File: src/rtl/fetch_seq_pkg.sv
// Shared types and Power ISA branch encodings for the fetch sequencer.
package fetch_seq_pkg;

    typedef enum logic [2:0] {
        BOOT,
        REQ,
        WAIT,
        ISSUE,
        HALT,
        FAULT
    } state_t;

    localparam logic [5:0] OPC_B     = 6'd18;
    localparam logic [5:0] OPC_BC    = 6'd16;
    localparam logic [5:0] OPC_XL    = 6'd19;
    localparam logic [9:0] XO_BCLR   = 10'd16;
    localparam logic [9:0] XO_BCCTR  = 10'd528;
    localparam logic [9:0] XO_BCTAR  = 10'd560;

    typedef struct packed {
        logic i_form;
        logic b_form;
        logic cond_lr;
        logic cond_ctr;
        logic cond_tar;
    } branch_form_t;

    function automatic logic form_any(input branch_form_t f);
        return f.i_form | f.b_form | f.cond_lr | f.cond_ctr | f.cond_tar;
    endfunction

endpackage

File: src/rtl/fetch_sequencer_if.sv
// Instruction memory request/response channel between sequencer and imem.
interface fetch_sequencer_if;

    logic        req_valid;
    logic        req_ready;
    logic [0:63] req_addr;
    logic        rsp_valid;
    logic [0:31] rsp_data;
    logic        rsp_err;

    modport master (
        output req_valid,
        output req_addr,
        input  req_ready,
        input  rsp_valid,
        input  rsp_data,
        input  rsp_err
    );

    modport slave (
        input  req_valid,
        input  req_addr,
        output req_ready,
        output rsp_valid,
        output rsp_data,
        output rsp_err
    );

endinterface

File: src/rtl/branch_form_decode.sv
// Classifies an instruction (bit 0 = MSB) into one of the branch forms, or none.
module branch_form_decode
    import fetch_seq_pkg::*;
(
    input  logic [0:31]  instr,
    output branch_form_t form
);

    logic [5:0] opcode;
    logic [9:0] xo;
    logic       unused_bits;

    assign opcode      = instr[0:5];
    assign xo          = instr[21:30];
    assign unused_bits = ^{instr[6:20], instr[31]};

    always_comb begin
        form          = '0;
        form.i_form   = (opcode == OPC_B);
        form.b_form   = (opcode == OPC_BC);
        form.cond_lr  = (opcode == OPC_XL) && (xo == XO_BCLR);
        form.cond_ctr = (opcode == OPC_XL) && (xo == XO_BCCTR);
        form.cond_tar = (opcode == OPC_XL) && (xo == XO_BCTAR);
    end

endmodule

File: src/rtl/fetch_sequencer.sv
// Fetches one instruction at a time and grants the BranchFacility exactly one
// unstalled cycle per instruction; owns stall, halt and fault policy.
module fetch_sequencer
    import fetch_seq_pkg::*;
#(
    parameter logic [0:63] RESET_ADDR = 64'h0,
    parameter int unsigned TIMEOUT    = 255
) (
    input  logic                     i_clk,
    input  logic                     i_rst,
    fetch_sequencer_if.master        imem,
    input  logic [0:63]              i_nia,
    output logic                     o_stall,
    output logic                     o_en,
    output logic [0:31]              o_instr,
    output logic                     o_i_form,
    output logic                     o_b_form,
    output logic                     o_cond_LR,
    output logic                     o_cond_CTR,
    output logic                     o_cond_TAR,
    input  logic                     i_halt,
    output logic                     o_halted,
    output logic [0:63]              o_retired,
    output logic                     o_fault,
    output logic                     o_err_protocol
);

    state_t       state_q, state_d;
    logic [0:63]  fetch_addr_q, fetch_addr_d;
    logic [0:31]  instr_q, instr_d;
    logic [0:63]  retired_q, retired_d;
    logic [7:0]   tmo_cnt_q, tmo_cnt_d;
    logic [7:0]   tmo_inc;
    logic         err_protocol_q, err_protocol_d;
    branch_form_t form;

    assign tmo_inc = tmo_cnt_q + 8'd1;

    branch_form_decode u_decode (
        .instr (instr_q),
        .form  (form)
    );

    always_ff @(posedge i_clk or posedge i_rst) begin
        if (i_rst) begin
            state_q <= BOOT;
        end else begin
            state_q <= state_d;
        end
    end

    always_comb begin
        state_d = state_q;
        unique case (state_q)
            BOOT:    state_d = i_halt ? HALT : REQ;
            REQ:     if (imem.req_ready) state_d = WAIT;
            WAIT: begin
                if (imem.rsp_valid) begin
                    state_d = imem.rsp_err ? FAULT : ISSUE;
                end else if (tmo_inc == 8'(TIMEOUT)) begin
                    state_d = FAULT;
                end
            end
            ISSUE:   state_d = i_halt ? HALT : REQ;
            HALT:    if (!i_halt) state_d = REQ;
            FAULT:   state_d = FAULT;
            default: state_d = BOOT;
        endcase
    end

    always_comb begin
        fetch_addr_d   = fetch_addr_q;
        instr_d        = instr_q;
        retired_d      = retired_q;
        tmo_cnt_d      = tmo_cnt_q;
        // Responses are only legal in WAIT; one landing in BOOT is a leftover
        // from before reset and is silently dropped.
        err_protocol_d = err_protocol_q |
                         (imem.rsp_valid && (state_q != WAIT) && (state_q != BOOT));
        unique case (state_q)
            REQ: begin
                if (imem.req_ready) tmo_cnt_d = 8'd0;
            end
            WAIT: begin
                if (imem.rsp_valid) begin
                    if (!imem.rsp_err) instr_d = imem.rsp_data;
                end else begin
                    tmo_cnt_d = tmo_inc;
                end
            end
            ISSUE: begin
                fetch_addr_d = i_nia;
                retired_d    = retired_q + 64'd1;
            end
            default: ;
        endcase
    end

    always_ff @(posedge i_clk or posedge i_rst) begin
        if (i_rst) begin
            fetch_addr_q   <= RESET_ADDR;
            instr_q        <= '0;
            retired_q      <= '0;
            tmo_cnt_q      <= '0;
            err_protocol_q <= 1'b0;
        end else begin
            fetch_addr_q   <= fetch_addr_d;
            instr_q        <= instr_d;
            retired_q      <= retired_d;
            tmo_cnt_q      <= tmo_cnt_d;
            err_protocol_q <= err_protocol_d;
        end
    end

    always_comb begin
        imem.req_valid = (state_q == REQ);
        imem.req_addr  = fetch_addr_q;
        o_stall        = (state_q != ISSUE);
        o_instr        = instr_q;
        o_i_form       = 1'b0;
        o_b_form       = 1'b0;
        o_cond_LR      = 1'b0;
        o_cond_CTR     = 1'b0;
        o_cond_TAR     = 1'b0;
        o_en           = 1'b0;
        if (state_q == ISSUE) begin
            o_i_form   = form.i_form;
            o_b_form   = form.b_form;
            o_cond_LR  = form.cond_lr;
            o_cond_CTR = form.cond_ctr;
            o_cond_TAR = form.cond_tar;
            o_en       = form_any(form);
        end
        o_halted       = (state_q == HALT);
        o_fault        = (state_q == FAULT);
        o_err_protocol = err_protocol_q;
        o_retired      = retired_q;
    end

endmodule

File: src/flat_wrapper.sv
// flat-port wrapper written by rule: the top's interface ports become plain ports
module fetch_sequencer_flat import fetch_seq_pkg::*;
#(
    parameter logic [0:63] RESET_ADDR = 64'h0,
    parameter int unsigned TIMEOUT    = 255
)
  (i_clk, i_rst, i_nia, o_stall, o_en, o_instr, o_i_form, o_b_form, o_cond_LR, o_cond_CTR, o_cond_TAR, i_halt, o_halted, o_retired, o_fault, o_err_protocol, imem_req_valid, imem_req_addr, imem_req_ready, imem_rsp_valid, imem_rsp_data, imem_rsp_err);
  fetch_sequencer_if imem_i ();
  input  logic i_clk;
  input  logic i_rst;
  input  logic [0:63] i_nia;
  output logic o_stall;
  output logic o_en;
  output logic [0:31] o_instr;
  output logic o_i_form;
  output logic o_b_form;
  output logic o_cond_LR;
  output logic o_cond_CTR;
  output logic o_cond_TAR;
  input  logic i_halt;
  output logic o_halted;
  output logic [0:63] o_retired;
  output logic o_fault;
  output logic o_err_protocol;
  output wire logic [$bits(imem_i.req_valid)-1:0] imem_req_valid;
  output wire logic [$bits(imem_i.req_addr)-1:0] imem_req_addr;
  input wire logic [$bits(imem_i.req_ready)-1:0] imem_req_ready;
  input wire logic [$bits(imem_i.rsp_valid)-1:0] imem_rsp_valid;
  input wire logic [$bits(imem_i.rsp_data)-1:0] imem_rsp_data;
  input wire logic [$bits(imem_i.rsp_err)-1:0] imem_rsp_err;
  assign imem_req_valid = imem_i.req_valid;
  assign imem_req_addr = imem_i.req_addr;
  assign imem_i.req_ready = imem_req_ready;
  assign imem_i.rsp_valid = imem_rsp_valid;
  assign imem_i.rsp_data = imem_rsp_data;
  assign imem_i.rsp_err = imem_rsp_err;
  fetch_sequencer #(.RESET_ADDR(RESET_ADDR), .TIMEOUT(TIMEOUT)) u_core (.i_clk(i_clk), .i_rst(i_rst), .imem(imem_i), .i_nia(i_nia), .o_stall(o_stall), .o_en(o_en), .o_instr(o_instr), .o_i_form(o_i_form), .o_b_form(o_b_form), .o_cond_LR(o_cond_LR), .o_cond_CTR(o_cond_CTR), .o_cond_TAR(o_cond_TAR), .i_halt(i_halt), .o_halted(o_halted), .o_retired(o_retired), .o_fault(o_fault), .o_err_protocol(o_err_protocol));
endmodule
File: config.mk
export PLATFORM = sky130hd
export DESIGN_NAME = fetch_sequencer_flat
export DESIGN_NICKNAME = d
export VERILOG_FILES = /design/src/rtl/fetch_seq_pkg.sv /design/src/rtl/fetch_sequencer_if.sv /design/src/rtl/branch_form_decode.sv /design/src/rtl/fetch_sequencer.sv /design/src/flat_wrapper.sv
export SDC_FILE = /design/constraint.sdc
export NUM_CORES = 1
export LEC_CHECK = 0
export CAP_MARGIN = 40
export CORE_ASPECT_RATIO = 0.6
export CORE_MARGIN = 5
export CORE_UTILIZATION = 40
export CTS_CLUSTER_DIAMETER = 100
export CTS_CLUSTER_SIZE = 40
export DETAILED_ROUTE_END_ITERATION = 10
export GPL_TIMING_DRIVEN = 0
export PLACE_DENSITY = 0.79
export SKIP_CTS_REPAIR_TIMING = 1
export SLEW_MARGIN = 10
export SYNTH_ARGS = -nofsm -noshare
export SYNTH_HDL_FRONTEND = slang
export SYNTH_SLANG_ARGS = --single-unit
File: constraint.sdc
create_clock -name i_clk -period 8.7 [get_ports i_clk]
set_clock_uncertainty 0.15 [all_clocks]
set_input_delay 1.74 -clock i_clk [delete_from_list [all_inputs] [get_ports i_clk]]
set_output_delay 1.74 -clock i_clk [all_outputs]
set_load 0.005 [all_outputs]
==> summary.txt <==
Layout cells sized above 1: 9.88%
Pleak: 0.00510 uW
Worst skew pair latency: 420 ps
Antenna Cells: 0
Sequential element share of the synthesized area: 57.8%
Largest net degree at the start of global routing: 110
Drt first pass iters: 4
I/O Buffers: 272
Setup WS post-layout: 4070 ps
DR vias: 5960
Fmax: 216 MHz
Post-synth EDFFs: 0
Max Cap Viol: 0
Max-slew headroom: 54.9%
Data arrival, critical path: 2740 ps
Num CTS Buffers: 17
Pre-CTS WS: 4520 ps
Met3 usage: 8.06%
Gr usage total: 19.5%
Worst Max-Slew Pin Slew: 676 ps
Total chip power: 2900 uW
FF+latch count, synth: 172
Final cycle utilization of the critical path: 53.2%
Root Buffer: clkbuf_16
Global-route wire length before repair: 33100 um
Fin crit period: 4630 ps
Kind of critical path: flop to primary output
H-Tree Depth: 4
Routed WL: 20900 um
Clock transition at path regs: 70 ps
Ys Warns: 0
Synth Flop Type: dfrtp_1
TritonCTS clock tree: built
Fin cells: 1252
Final hold violation count: 0
Max Fanout on Critical Path: 7
R2R Setup Slk: 6260 ps
Post-Syn Area: 7440 um2
Number of global-route vias before repair: 6101
Placer Congestion: 0.783
Crit start category: flop
Crit. End Element: primary output
Met2 GRT Util: 29.7%
First DRT Iteration DRCs: 278
Core Area: 18200 um2
Outcome: finished, final reports clean
Post-Synthesis Cells: 707
Hold slack: 323 ps
Worst min-delay path class: flop to flop
Synthesis-to-finish area growth: 49.7%
Clk sink count: 172
CTS max path bufs: 2
Critical Path RT: 6810 ps
Die area: 21500 um2
Met1 Usage GRT: 26.6%
Grt total ovfl: 0
Initial Util: 41.0%
Die W: 186 um
Ys async rst share: 100%
Slew Limit Fails: 0
Initial antenna violation count: 2
RSZ-0062 raised after global routing: false
Distinct cell type count after synthesis: 51
Avg Cell Area, Syn: 10.5 um2
Placed Cells: 1220
Routed len/inst: 16.7 um
Max IR drop VDD: 0.153 mV
IO Count: 273
Number of core rows: 38
Most Used Layer, Global Route: met2
Mapped Nets: 812
Vias per cell: 4.76
Nets: 1104
Setup violators final: 0
DRC viols: 0
Setup TNS: 0 ps
DP HPWL: 15900 um
Pwr Density: 260 nW/um2
Die height: 116 um
Detail Route Antenna Nets: 0
==> metal layers <==
layer / vias to the layer above / routed length [um]
met2: 158 / 9290
met3: 13 / 2050
met5: - / 26
met1: 2881 / 9460
li1: 2904 / -
met4: 4 / 92
==> synth_stat cells (3+ instances only) <==
cell	instances	share of area [%]
dfrtp_1	172	58
nor3_1	10	0.67
mux2_2	32	4.8
and3_1	6	0.50
nor3b_1	3	0.30
o21ai_0	10	0.67
xor2_1	33	3.9
nor3_2	10	1.3
nor2b_1	4	0.34
nor4_2	4	0.67
and2_1	5	0.42
nand2b_1	4	0.34
clkbuf_1	20	1.0
a21oi_1	3	0.20
xnor2_1	34	4.0
nor2_1	27	1.4
nand4_2	4	0.67
inv_1	15	0.76
nand3_1	24	1.6
buf_6	3	0.45
nand3b_1	4	0.40
nand2_1	227	11
nor4_1	3	0.25
ha_1	3	0.50
nand4_1	12	1.0
==> layout by cell type (no fill, tap or decap), types with 4 or more instances in the layout <==
| master | n |
|---|---|
| bufinv_16 | 4 |
| nor2_1 | 27 |
| nor4_2 | 4 |
| nand3_1 | 24 |
| nand4_1 | 12 |
| dfrtp_1 | 172 |
| nand2b_1 | 4 |
| nand3b_1 | 4 |
| inv_6 | 6 |
| o21ai_0 | 10 |
| clkbuf_16 | 17 |
| nor3_2 | 10 |
| xnor2_1 | 34 |
| and2_1 | 5 |
| clkbuf_1 | 21 |
| and3_1 | 6 |
| xor2_1 | 33 |
| nand2_1 | 227 |
| clkdlybuf4s50_1 | 272 |
| nand4_2 | 4 |
| mux2_2 | 32 |
| nor2b_1 | 4 |
| inv_1 | 14 |
| nor3_1 | 10 |
==> cell families after synthesis <==
logic type	after synthesis	share of synthesized area, %
buf+inv	41	2.44
simple gates	370	24.7
fa+ha+maj	3	0.504
compound gates	22	1.85
xor+xnor	67	7.88
flops	172	57.8
mux	32	4.84
==> worst max-delay path, cell delays in order, from the launching register on <==
cell	delay [ps]
dfrtp_1	430
and3b_1	240
clkbuf_1	310
nand2_1	220
nor4_1	430
nor2b_1	180
clkdlybuf4s50_1	520
==> where the power goes <==
group          leakage, uW  internal (uW)  switching, uW
combinational      0.00254            549            364
sequential         0.00225           1020            137
clock             0.000312            498            333
==> per-stage QoR <==
stage / area (um2) / util, %
floorplan: 7440 / -
detailed placement: 10500 / 57.8
CTS: 11100 / 61.4
global route: 11100 / 61.4
global placement: 10500 / 57.6
finish: 11100 / 61.4
==> worst paths after layout <==
check | startpoint | endpoint | depth (start not counted)
setup / recovery | u_core.state_q[2]$_DFFE_PP0P_ | o_cond_LR | 6
hold / removal | u_core.imem.req_addr[38]$_DFFE_PP0N_ | u_core.imem.req_addr[38]$_DFFE_PP0N_ | 2
setup reg to reg | u_core.state_q[2]$_DFFE_PP0P_ | u_core.imem.req_addr[27]$_DFFE_PP0N_ | 6
hold reg to reg | u_core.imem.req_addr[38]$_DFFE_PP0N_ | u_core.imem.req_addr[38]$_DFFE_PP0N_ | 2
max in group asynchronous | i_rst | u_core.o_retired[54]$_DFFE_PP0N_ | 3
min in group asynchronous | i_rst | u_core.imem.req_addr[42]$_DFFE_PP0N_ | 2
==> registers in the layout (all words and copies together) (netlist names) <==
signal                 cells
u_core.o_retired          64
u_core.o_err_protocol      1
u_core.tmo_cnt_q           8
u_core.imem.req_addr      64
u_core.o_instr            32
u_core.state_q             3
==> layout make-up <==
type                    instances  area [um2]
plain buffers                  26         125
repair buffers                273        2750
well taps                     240         300
multi-input cells             494        2960
inverters                      15        63.8
clock buffers                  19         443
flip-flops and latches        172        4300
clock inverters                13         200
fillers                      1514        7020
No activity file was read; power rests on OpenSTA's default activity.
